===== src/rtl/fnd_pkg.sv =====
// Shared display codes, controller states and range helpers for the FND scan controller.
package fnd_pkg;

  localparam logic [3:0] CODE_MINUS = 4'd10;
  localparam logic [3:0] CODE_BLANK = 4'd11;

  typedef enum logic [1:0] {
    IDLE   = 2'd0,
    CONV   = 2'd1,
    COMMIT = 2'd2
  } fnd_state_e;

  function automatic longint unsigned pow10(input int n);
    longint unsigned p;
    p = 64'd1;
    for (int i = 0; i < n; i++) p = p * 64'd10;
    return p;
  endfunction

  function automatic longint unsigned pos_max(input int n_digits);
    return pow10(n_digits) - 64'd1;
  endfunction

  // One digit is reserved for the sign, so the negative limit loses a decade.
  function automatic longint neg_min(input int n_digits);
    return -longint'(pow10(n_digits - 1) - 64'd1);
  endfunction

endpackage


===== src/rtl/fnd_bin2bcd.sv =====
// Iterative double-dabble: one add-3/shift step per clock, VAL_W steps after start_i.
module fnd_bin2bcd #(
  parameter int VAL_W    = 14,
  parameter int N_DIGITS = 4
) (
  input  logic                  clk,
  input  logic                  rst_n,
  input  logic                  start_i,
  input  logic [VAL_W-1:0]      bin_i,
  output logic                  done_o,
  output logic [4*N_DIGITS-1:0] bcd_o
);
  localparam int CW = $clog2(VAL_W);
  localparam logic [CW-1:0] CNT_LAST = CW'(VAL_W - 1);
  localparam logic [CW-1:0] CNT_ONE  = CW'(1);

  logic [VAL_W-1:0]      shreg_q, shreg_d;
  logic [4*N_DIGITS-1:0] acc_q, acc_d;
  logic [CW-1:0]         cnt_q, cnt_d;
  logic                  active_q, active_d;

  function automatic logic [3:0] dabble_adj(input logic [3:0] nib);
    if (nib >= 4'd5) return nib + 4'd3;
    else             return nib;
  endfunction

  assign done_o = active_q && (cnt_q == CNT_LAST);
  assign bcd_o  = acc_q;

  // Next-state for the shifter; the accumulator only needs N_DIGITS nibbles
  // since out-of-range values never display their digits.
  always_comb begin
    logic [3:0] nib;
    logic       cin;
    shreg_d  = shreg_q;
    acc_d    = acc_q;
    cnt_d    = cnt_q;
    active_d = active_q;
    nib      = 4'd0;
    cin      = 1'b0;
    if (start_i) begin
      shreg_d  = bin_i;
      acc_d    = '0;
      cnt_d    = '0;
      active_d = 1'b1;
    end else if (active_q) begin
      cin = shreg_q[VAL_W-1];
      for (int i = 0; i < N_DIGITS; i++) begin
        nib = dabble_adj(acc_q[4*i +: 4]);
        acc_d[4*i +: 4] = {nib[2:0], cin};
        cin = nib[3];
      end
      shreg_d = {shreg_q[VAL_W-2:0], 1'b0};
      cnt_d   = cnt_q + CNT_ONE;
      if (cnt_q == CNT_LAST) active_d = 1'b0;
      else                   active_d = 1'b1;
    end else begin
      active_d = 1'b0;
    end
  end

  // Shifter state registers.
  always_ff @(posedge clk or negedge rst_n) begin
    if (!rst_n) begin
      shreg_q  <= '0;
      acc_q    <= '0;
      cnt_q    <= '0;
      active_q <= 1'b0;
    end else begin
      shreg_q  <= shreg_d;
      acc_q    <= acc_d;
      cnt_q    <= cnt_d;
      active_q <= active_d;
    end
  end

endmodule


===== src/rtl/fnd_scan_ctrl.sv =====
// N-digit 7-segment scan controller: signed load, BCD conversion, digit multiplexing.
// Build option FND_LZB_EN: leading-zero blanking with the minus sign next to the top digit.
module fnd_scan_ctrl
  import fnd_pkg::*;
#(
  parameter int N_DIGITS = 4,
  parameter int VAL_W    = 14,
  parameter int CLK_DIV  = 50000
) (
  input  logic                clk,
  input  logic                rst_n,
  input  logic                load_valid,
  input  logic [VAL_W-1:0]    load_value,
  output logic                load_ready,
  output logic                busy,
  output logic                ovf,
  output logic [3:0]          digit_code,
  output logic [N_DIGITS-1:0] an_n
);
  localparam int PW = $clog2(CLK_DIV);
  localparam int IW = $clog2(N_DIGITS);
  localparam logic [PW-1:0]       PRESC_LAST = PW'(CLK_DIV - 1);
  localparam logic [PW-1:0]       PRESC_ONE  = PW'(1);
  localparam logic [IW-1:0]       IDX_LAST   = IW'(N_DIGITS - 1);
  localparam logic [IW-1:0]       IDX_ONE    = IW'(1);
  localparam logic [N_DIGITS-1:0] AN_ONE     = N_DIGITS'(1);
  localparam logic [VAL_W-1:0]    VAL_ONE    = VAL_W'(1);
  localparam logic [63:0]         POS_LIM    = pos_max(N_DIGITS);
  localparam longint              NEG_MIN_L  = neg_min(N_DIGITS);
  localparam logic [63:0]         NEG_LIM    = 64'(-NEG_MIN_L);

  fnd_state_e               state_q, state_d;
  logic                     neg_q, neg_d, inrange_q, inrange_d, ovf_q, ovf_d;
  logic                     ready_q, busy_q;
  logic [N_DIGITS-1:0][3:0] disp_q, disp_d;
  logic [PW-1:0]            presc_q, presc_d;
  logic [IW-1:0]            idx_q, idx_d;
  logic [N_DIGITS-1:0]      an_q, an_d;
  logic [3:0]               code_q, code_d;
  logic                     xfer_s, conv_done_s, val_neg_s, val_inrange_s;
  logic [VAL_W-1:0]         mag_s;
  logic [63:0]              mag_wide_s;
  logic [4*N_DIGITS-1:0]    bcd_s;

  assign load_ready = ready_q;
  assign busy       = busy_q;
  assign ovf        = ovf_q;
  assign digit_code = code_q;
  assign an_n       = an_q;

  // Magnitude is taken as unsigned so the most negative input converts cleanly.
  always_comb begin
    xfer_s    = load_valid && (state_q == IDLE);
    val_neg_s = load_value[VAL_W-1];
    if (val_neg_s) mag_s = ~load_value + VAL_ONE;
    else           mag_s = load_value;
    mag_wide_s = 64'(mag_s);
    if (val_neg_s) val_inrange_s = (mag_wide_s <= NEG_LIM);
    else           val_inrange_s = (mag_wide_s <= POS_LIM);
  end

  fnd_bin2bcd #(
    .VAL_W    (VAL_W),
    .N_DIGITS (N_DIGITS)
  ) u_bin2bcd (
    .clk     (clk),
    .rst_n   (rst_n),
    .start_i (xfer_s),
    .bin_i   (mag_s),
    .done_o  (conv_done_s),
    .bcd_o   (bcd_s)
  );

  // Control FSM next-state and load-time latches.
  always_comb begin
    state_d   = state_q;
    neg_d     = neg_q;
    inrange_d = inrange_q;
    ovf_d     = ovf_q;
    case (state_q)
      IDLE: begin
        if (xfer_s) begin
          state_d   = CONV;
          neg_d     = val_neg_s;
          inrange_d = val_inrange_s;
        end else begin
          state_d = IDLE;
        end
      end
      CONV: begin
        if (conv_done_s) state_d = COMMIT;
        else             state_d = CONV;
      end
      COMMIT: begin
        state_d = IDLE;
        ovf_d   = ~inrange_q;
      end
      default: state_d = IDLE;
    endcase
  end

`ifdef FND_LZB_EN
  logic [3:0] msd_s;

  // Index of the most significant nonzero BCD digit (0 when the value is zero).
  always_comb begin
    msd_s = 4'd0;
    for (int i = 0; i < N_DIGITS; i++) begin
      if (bcd_s[4*i +: 4] != 4'd0) msd_s = 4'(i);
      else                         msd_s = msd_s;
    end
  end
`endif

  // Display register is rebuilt only in COMMIT so the old value stays up during conversion.
  always_comb begin
    disp_d = disp_q;
    if (state_q == COMMIT) begin
      if (!inrange_q) begin
        for (int i = 0; i < N_DIGITS; i++) disp_d[i] = CODE_MINUS;
      end else begin
        for (int i = 0; i < N_DIGITS; i++) disp_d[i] = bcd_s[4*i +: 4];
`ifdef FND_LZB_EN
        for (int i = 1; i < N_DIGITS; i++) begin
          if (4'(i) > msd_s) disp_d[i] = CODE_BLANK;
          else               disp_d[i] = bcd_s[4*i +: 4];
          if (neg_q && (4'(i) == msd_s + 4'd1)) disp_d[i] = CODE_MINUS;
          else                                  disp_d[i] = disp_d[i];
        end
`else
        if (neg_q) disp_d[N_DIGITS-1] = CODE_MINUS;
        else       disp_d[N_DIGITS-1] = bcd_s[4*(N_DIGITS-1) +: 4];
`endif
      end
    end else begin
      disp_d = disp_q;
    end
  end

  // Prescaler and scan index; outputs are formed from the index being entered this edge.
  always_comb begin
    if (presc_q == PRESC_LAST) begin
      presc_d = '0;
      if (idx_q == IDX_LAST) idx_d = '0;
      else                   idx_d = idx_q + IDX_ONE;
    end else begin
      presc_d = presc_q + PRESC_ONE;
      idx_d   = idx_q;
    end
    an_d   = ~(AN_ONE << idx_d);
    code_d = disp_q[idx_d];
  end

  // Control and display registers.
  always_ff @(posedge clk or negedge rst_n) begin
    if (!rst_n) begin
      state_q   <= IDLE;
      neg_q     <= 1'b0;
      inrange_q <= 1'b0;
      ovf_q     <= 1'b0;
      ready_q   <= 1'b1;
      busy_q    <= 1'b0;
      disp_q    <= {N_DIGITS{CODE_BLANK}};
    end else begin
      state_q   <= state_d;
      neg_q     <= neg_d;
      inrange_q <= inrange_d;
      ovf_q     <= ovf_d;
      ready_q   <= (state_d == IDLE);
      busy_q    <= (state_d != IDLE);
      disp_q    <= disp_d;
    end
  end

  // Scanner registers.
  always_ff @(posedge clk or negedge rst_n) begin
    if (!rst_n) begin
      presc_q <= '0;
      idx_q   <= '0;
      an_q    <= ~AN_ONE;
      code_q  <= CODE_BLANK;
    end else begin
      presc_q <= presc_d;
      idx_q   <= idx_d;
      an_q    <= an_d;
      code_q  <= code_d;
    end
  end

endmodule


===== config.mk =====
export PLATFORM = sky130hd
export DESIGN_NAME = fnd_scan_ctrl
export DESIGN_NICKNAME = d
export VERILOG_FILES = /design/src/rtl/fnd_pkg.sv /design/src/rtl/fnd_bin2bcd.sv /design/src/rtl/fnd_scan_ctrl.sv
export SDC_FILE = /design/constraint.sdc
export NUM_CORES = 1
export LEC_CHECK = 0
export CORE_MARGIN = 2
export CORE_UTILIZATION = 53
export DETAILED_ROUTE_END_ITERATION = 10
export GPL_TIMING_DRIVEN = 0
export PLACE_DENSITY_LB_ADDON = 0.2
export SLEW_MARGIN = 20
export SYNTH_ARGS = -nofsm -noshare
export SYNTH_HDL_FRONTEND = slang
export SYNTH_SLANG_ARGS = --single-unit

===== constraint.sdc =====
create_clock -name clk -period 1.9 [get_ports clk]
set_clock_uncertainty 0.05 [all_clocks]
set_input_delay 0.19 -clock clk [delete_from_list [all_inputs] [get_ports clk]]
set_output_delay 0.19 -clock clk [all_outputs]
set_load 0.05 [all_outputs]

==> metrics.yaml, run 1 <==
detailed_routing:
  drt-pass1-iter-count: 4
  antenna_left: 0
  dr_total_vias: 3176
  post_drt_via_cell_ratio: 5.41
  wl_mm: 8.80
  post_drt_wl_per_cell_um: 15.0
  detail_route.iter0.violations: 150
  post_route_drc_violation_count: 0
sta:
  timing.final.crit_period_ns: 1.94
  max_slew.worst_pin.slew_ns: 0.616
  layout_setup_ws_ns: -0.0389
  layout_worst_path_cycle_share_pct: 102
  slew_viol_final: 0
  finalSetupViolCount: 3
  slew_headroom_pct: 59.0
  max_freq_ghz: 0.516
  final-hold-violation-count: 0
  fin_setup_tns_ns: -0.0806
  rsz0062_at_grt: "true"
final_layout:
  antennaDiodeCount: 0
  post_route_cells_drive_above_1_share_pct: 14.8
  nets_final: 510
  growth_of_design_area_from_synthesis_to_finish_pct: 19.0
  final_util_pct: 65.6
setup_path:
  critPathMaxFanout: 5
  timing.setup.critical_path_class: "reg2reg"
  critical_path.endpoint_type: "flop"
  critical-path-top-delay-family: "multiplexers"
  timing.critical_path.cells: "ha_2, and3_4, and4_4, mux2i_4, buf_6, mux2i_1, mux2i_1"
  critical-path-top-cell-by-count: "mux2i_1"
  crit_arrival_ns: 2.13
  worst_path_largest_cell_delay_ns: 0.36
  critical_path.startpoint_type: "flop"
  timing.critical_path.slowest_stage_cell: "dfrtp_1"
  cp_num_buf_inv: 1
  cp.required_ns: 2.10
clock_network:
  numClockSinks: 84
  cts_buffers: 9
  clkSlewWorstSetupHoldPaths_ns: 0.10
  root_buffer: "clkbuf_8"
  max-clock-path-buffers: 2
  worst_skew_pair.late_latency_ns: 0.36
  tritoncts: "done"
  htree_num_levels: 3
grt:
  global_route_wire_length_before_repair_mm: 15.2
  antenna_found_initial: 0
  grt_pass1_vias: 3295
  globalRoute.totalOverflow: 0
  grt_start_max_net_pins: 49
  tot_gr_track_use_pct: 22.1
status:
  failed_checks: "setup timing"
  status: "finished with violations"
floorplanning:
  std_cell_rows: 32
  die_x_extent_um: 93.9
  io_pins: 28
  design.die.area_um2: 8820
  initial_utilization_pct: 55.2
  floorplan.die.height_um: 93.9
  placeableCoreArea_um2: 7770
yosys:
  yosysUniqueCellTypes: 46
  synth_top_area_share_pct: 38.0
  post_synthesis_async_set_or_reset_flop_share_pct: 100
  synth.cell_area_um2: 4280
  yosysSeqAreaShare_pct: 49.6
  synth-seq-cells: 84
  syn_avg_cell_area_um2: 10.1
  syn-num-nets: 456
  synth_cells: 426
  ys_dominant_reg_cell: "dfrtp_1"
  synth_edf_count: 0
  synth.area.top_cells: "dfrtp_1, dfstp_2, mux2i_1"
  number_of_synthesis_warnings: 0
  yosys.area.top_type: "dfrtp_1"
power:
  max-vdd-ir-drop_mv: 0.682
  p_leak_nw: 2.38
  power-per-cell-area_nw_per_um2: 1320
placed_design:
  place.port_buffers: 26
  pre_cts_slack_ns: -0.286
  hpwlAfterDp_mm: 6.21
  gp_routability_congestion: 0.846
job:
  max-cap-violations: 0
worst_hold_path:
  min-delay-path-class: "in2reg"
-- final timing paths --
path                                              to  cells after the start  slack (ns)           from
worst min register to register             disp_q[8]                      2        0.41      disp_q[8]
worst max register to register         digit_code[2]                      7       -0.04     presc_q[1]
worst min-delay path            u_bin2bcd.shreg_q[0]                      3        0.16  load_value[0]
min in group asynchronous              digit_code[2]                      2        0.33          rst_n
worst max-delay path                   digit_code[2]                      7       -0.04     presc_q[1]
max in group asynchronous                  disp_q[0]                      3        0.79          rst_n
-- power breakdown --
part	switching, mW	internal, mW	leakage [nW]
Clock	0.690	0.761	0.112
Sequential	0.442	2.42	1.03
Combinational	1.37	1.03	1.24
Total	2.50	4.21	2.38
-- cell usage in the layout (no fill, tap or decap), types with 17 or more instances in the layout --
master           netlist  routed
a21oi_1               20      20
clkdlybuf4s50_1        0      17
dfrtp_1               65      65
dfstp_2               19      19
inv_1                 20      19
mux2i_1               27      26
nand2_1               44      43
nand3_1               21      21
nor2_1                37      37
o21ai_0               20      20
xnor2_1               17      17
xor2_1                17      17
-- synth_stat cells, types with 7 or more instances --
library cell,instances
a211oi_1,8
a21oi_1,20
a31oi_1,7
and3_1,7
clkbuf_1,14
dfrtp_1,65
dfstp_2,19
ha_1,13
inv_1,20
mux2i_1,27
nand2_1,44
nand2b_1,16
nand3_1,21
nor2_1,37
nor2b_1,8
o21ai_0,20
xnor2_1,17
xor2_1,17
-- state kept, by name (all words and copies together) (netlist names) --
register and cells:
digit_code 4, u_bin2bcd.cnt_q 4, u_bin2bcd.shreg_q 14, neg_q 1
u_bin2bcd.active_q 1, presc_q 16, inrange_q 1, ovf 1
disp_q 16, an_n 4, idx_q 2, busy 1
load_ready 1, state_q 2, u_bin2bcd.bcd_o 16
-- repair_timing --
action	CTS	global route
hold buffers	1	0
pin swaps	3	6
endpoints found under the hold margin	38	0
setup endpoints to repair	17	17
buffers inserted	10	4
resized for setup	17	10
gates cloned	1	0
-- kinds of logic (layout without fill, tap and decap cells) --
family / after synthesis / in the layout / synth area share [%]
AND/OR/NAND/NOR: 154 / 154 / 18.2
AO/OA/AOI/OAI: 73 / 73 / 10.3
adder cells (fa/ha/maj): 13 / 13 / 3.80
flip-flops: 84 / 84 / 49.6
XOR/XNOR: 34 / 34 / 6.95
multiplexers: 30 / 30 / 7.36
buffers and inverters: 38 / 97 / 3.80
-- per-layer routing --
layer | global-route usage, % | routed length, µm | vias up
met2 | 35.1 | 4110 | 44
met4 | 7.97 | 97 | 0
met5 | 0 | 0 | -
li1 | - | - | 1573
met1 | 30.6 | 4310 | 1549
met3 | 3.85 | 285 | 10
-- stage by stage --
step	total power [mW]	std cells	hold WS, ns	instance area (µm²)
final	6.71	587	0.162	5100
after global routing	7.20	587	0.180	5100
after CTS	6.74	583	0.231	5040
after detailed placement	5.30	555	0.194	4690
after global placement	5.18	554	0.393	4670
after floorplan	4.61	426	-0.156	4280
-- cell type report --
class                      instances  area, µm²
fill                             642       2670
multi-input combinational        304       2040
tap                              102        128
clock inverter                     7        105
buffer                            18        101
inverter                          20       75.1
timing repair buffer              43        398
clock buffer                       9        124
sequential                        84       2130
-- worst register-to-register path, cell delays in order (launching register included) --
cell and delay [ns]:
dfrtp_1 0.36, ha_2 0.19, and3_4 0.20, and4_4 0.29, mux2i_4 0.28, buf_6 0.16, mux2i_1 0.19, mux2i_1 0.09
(Power assumes the default switching activity.)
==> inputs of run 2 (changes only) <==
- CORE_UTILIZATION: 53 -> 25
- SETUP_SLACK_MARGIN: unset -> 0.3
==> run 2 against run 1 <==
Net effect:
- the run now ends clean
- via count is 0.72% higher
- design area up 8.4%
- clock power increased by 11%
- global-route usage down 11 points
- fmax rose by 3.0%
- worst setup slack gained 0.057 ns
- flip-flop and latch count did not move
- register-to-register slack better by 0.06 ns
- die area is 110% higher
- combinational power rose by 3%
- routed wire length up 10%
- cell count grew 22%
- highest routed layer unchanged
==> metrics.yaml, run 2 (same netlist as run 1, synthesis figures left out) <==
floorplanning:
  placeableCoreArea_um2: 16600
  die_x_extent_um: 135
  io_pins: 28
  initial_utilization_pct: 25.7
  design.die.area_um2: 18200
  std_cell_rows: 47
  floorplan.die.height_um: 135
detailed_routing:
  post_drt_via_cell_ratio: 4.48
  antenna_left: 0
  drt-pass1-iter-count: 4
  post_route_drc_violation_count: 0
  wl_mm: 9.69
  detail_route.iter0.violations: 112
  post_drt_wl_per_cell_um: 13.6
  dr_total_vias: 3199
power:
  power_mw: 6.95
  power-per-cell-area_nw_per_um2: 1260
  max-vdd-ir-drop_mv: 0.507
  p_leak_nw: 2.51
sta:
  max_slew.worst_pin.slew_ns: 0.530
  slew_headroom_pct: 64.6
  max_freq_ghz: 0.531
  final-hold-violation-count: 0
  rsz0062_at_grt: "true"
  slew_viol_final: 0
  layout_worst_path_cycle_share_pct: 99.1
  layout_setup_ws_ns: 0.0176
  timing.final.crit_period_ns: 1.88
  finalSetupViolCount: 0
grt:
  global_route_wire_length_before_repair_mm: 16.2
  grt_pass1_vias: 3189
  grt_start_max_net_pins: 47
  antenna_found_initial: 0
  globalRoute.totalOverflow: 0
  tot_gr_track_use_pct: 11.2
clock_network:
  clkSlewWorstSetupHoldPaths_ns: 0.06
  max-clock-path-buffers: 2
  numClockSinks: 84
  worst_skew_pair.late_latency_ns: 0.34
  htree_num_levels: 3
  tritoncts: "done"
  cts_buffers: 9
  root_buffer: "clkbuf_16"
setup_path:
  r2r-start: "presc_q[10]"
  critPathMaxFanout: 5
  worst-r2r-cell-count: 6
  critical_path.endpoint_type: "flop"
  reg2reg_slack_ns: 0.02
  timing.setup.critical_path_class: "reg2reg"
  timing.rr.end: "digit_code[2]"
  cp.required_ns: 2.07
  critical_path.startpoint_type: "flop"
  crit_arrival_ns: 2.05
final_layout:
  layout.cells.most_common_list: "dfrtp_1, nand2_1, nor2_1"
  mostFrequentLayoutCell: "dfrtp_1"
  nets_final: 519
  growth_of_design_area_from_synthesis_to_finish_pct: 28.9
  post_route_cells_drive_above_1_share_pct: 24.1
  final_cell_area_um2: 5520
  antennaDiodeCount: 0
worst_hold_path:
  min_path_cells: 3
  min-delay-path-class: "in2reg"
  hold_path_startpoint: "load_value[0]"
  hold_path_end: "u_bin2bcd.shreg_q[0]"
placed_design:
  hpwlAfterDp_mm: 6.46
  place.port_buffers: 26
  gp_routability_congestion: 0.781
  dpl_cell_area_um2: 4860
  pre_cts_slack_ns: -0.289
status:
  status: "finished, final reports clean"
job:
  max-cap-violations: 0
-- run 2: critical path: stages (launching register included) --
cell	delay [ns]
dfrtp_1	0.42
nor4b_2	0.29
and4_4	0.30
mux2i_4	0.27
buf_6	0.16
mux2i_1	0.18
mux2i_1	0.09
-- run 2: routing by layer --
layer  wire length [µm]  vias up  track usage (%)
met1               4610     1544             14.6
met2               4600       56             18.0
li1                   -     1585                -
met3                343       14             2.93
met5                  0        -                0
met4                140        0             4.04
-- run 2: worst max-delay path by stage --
| stage | startpoint | endpoint |
|---|---|---|
| 5_1_grt | presc_q[1] | digit_code[2] |
| 2_1_floorplan | presc_q[0] | digit_code[2] |
| 3_3_place_gp | rst_n | u_bin2bcd.shreg_q[12] |
| 3_5_place_dp | load_value[0] | inrange_q |
| 4_1_cts | presc_q[12] | digit_code[2] |
| 6_report | presc_q[10] | digit_code[2] |
-- run 2: area by class of cell --
| type | count | area [µm²] |
|---|---|---|
| flip-flops and latches | 84 | 2130 |
| clock buffers | 14 | 254 |
| clock inverters | 2 | 10.0 |
| repair buffers | 52 | 498 |
| well taps | 220 | 275 |
| plain buffers | 18 | 120 |
| inverters | 20 | 80.1 |
| multi-input cells | 304 | 2150 |
| fillers | 1690 | 11100 |
-- run 2: through the flow --
stage | util, % | hold WS, ns | std cells | TNS (ns)
6_report | 33.2 | 0.263 | 714 | 0
5_1_grt | 33.2 | 0.290 | 714 | -0.262
4_1_cts | 32.3 | 0.258 | 706 | -0.00349
3_5_place_dp | 29.2 | 0.156 | 673 | -4.92
3_3_place_gp | 29.1 | 0.397 | 672 | -199.98
2_1_floorplan | - | -0.156 | 426 | 0
-- run 2: report_power, final --
part	internal, mW	switching (mW)	leakage [nW]
Combinational	1.10	1.38	1.36
Clock	0.919	0.688	0.131
Sequential	2.43	0.439	1.02
Total	4.45	2.50	2.51
-- run 2: what timing repair did --
item,4_1_cts,5_1_grt
endpoints found under the hold margin,20,0
pin swaps,7,8
setup buffers,14,8
resized for setup,55,49
cloned,2,0
endpoints found under the setup margin,63,61
hold buffers,1,0
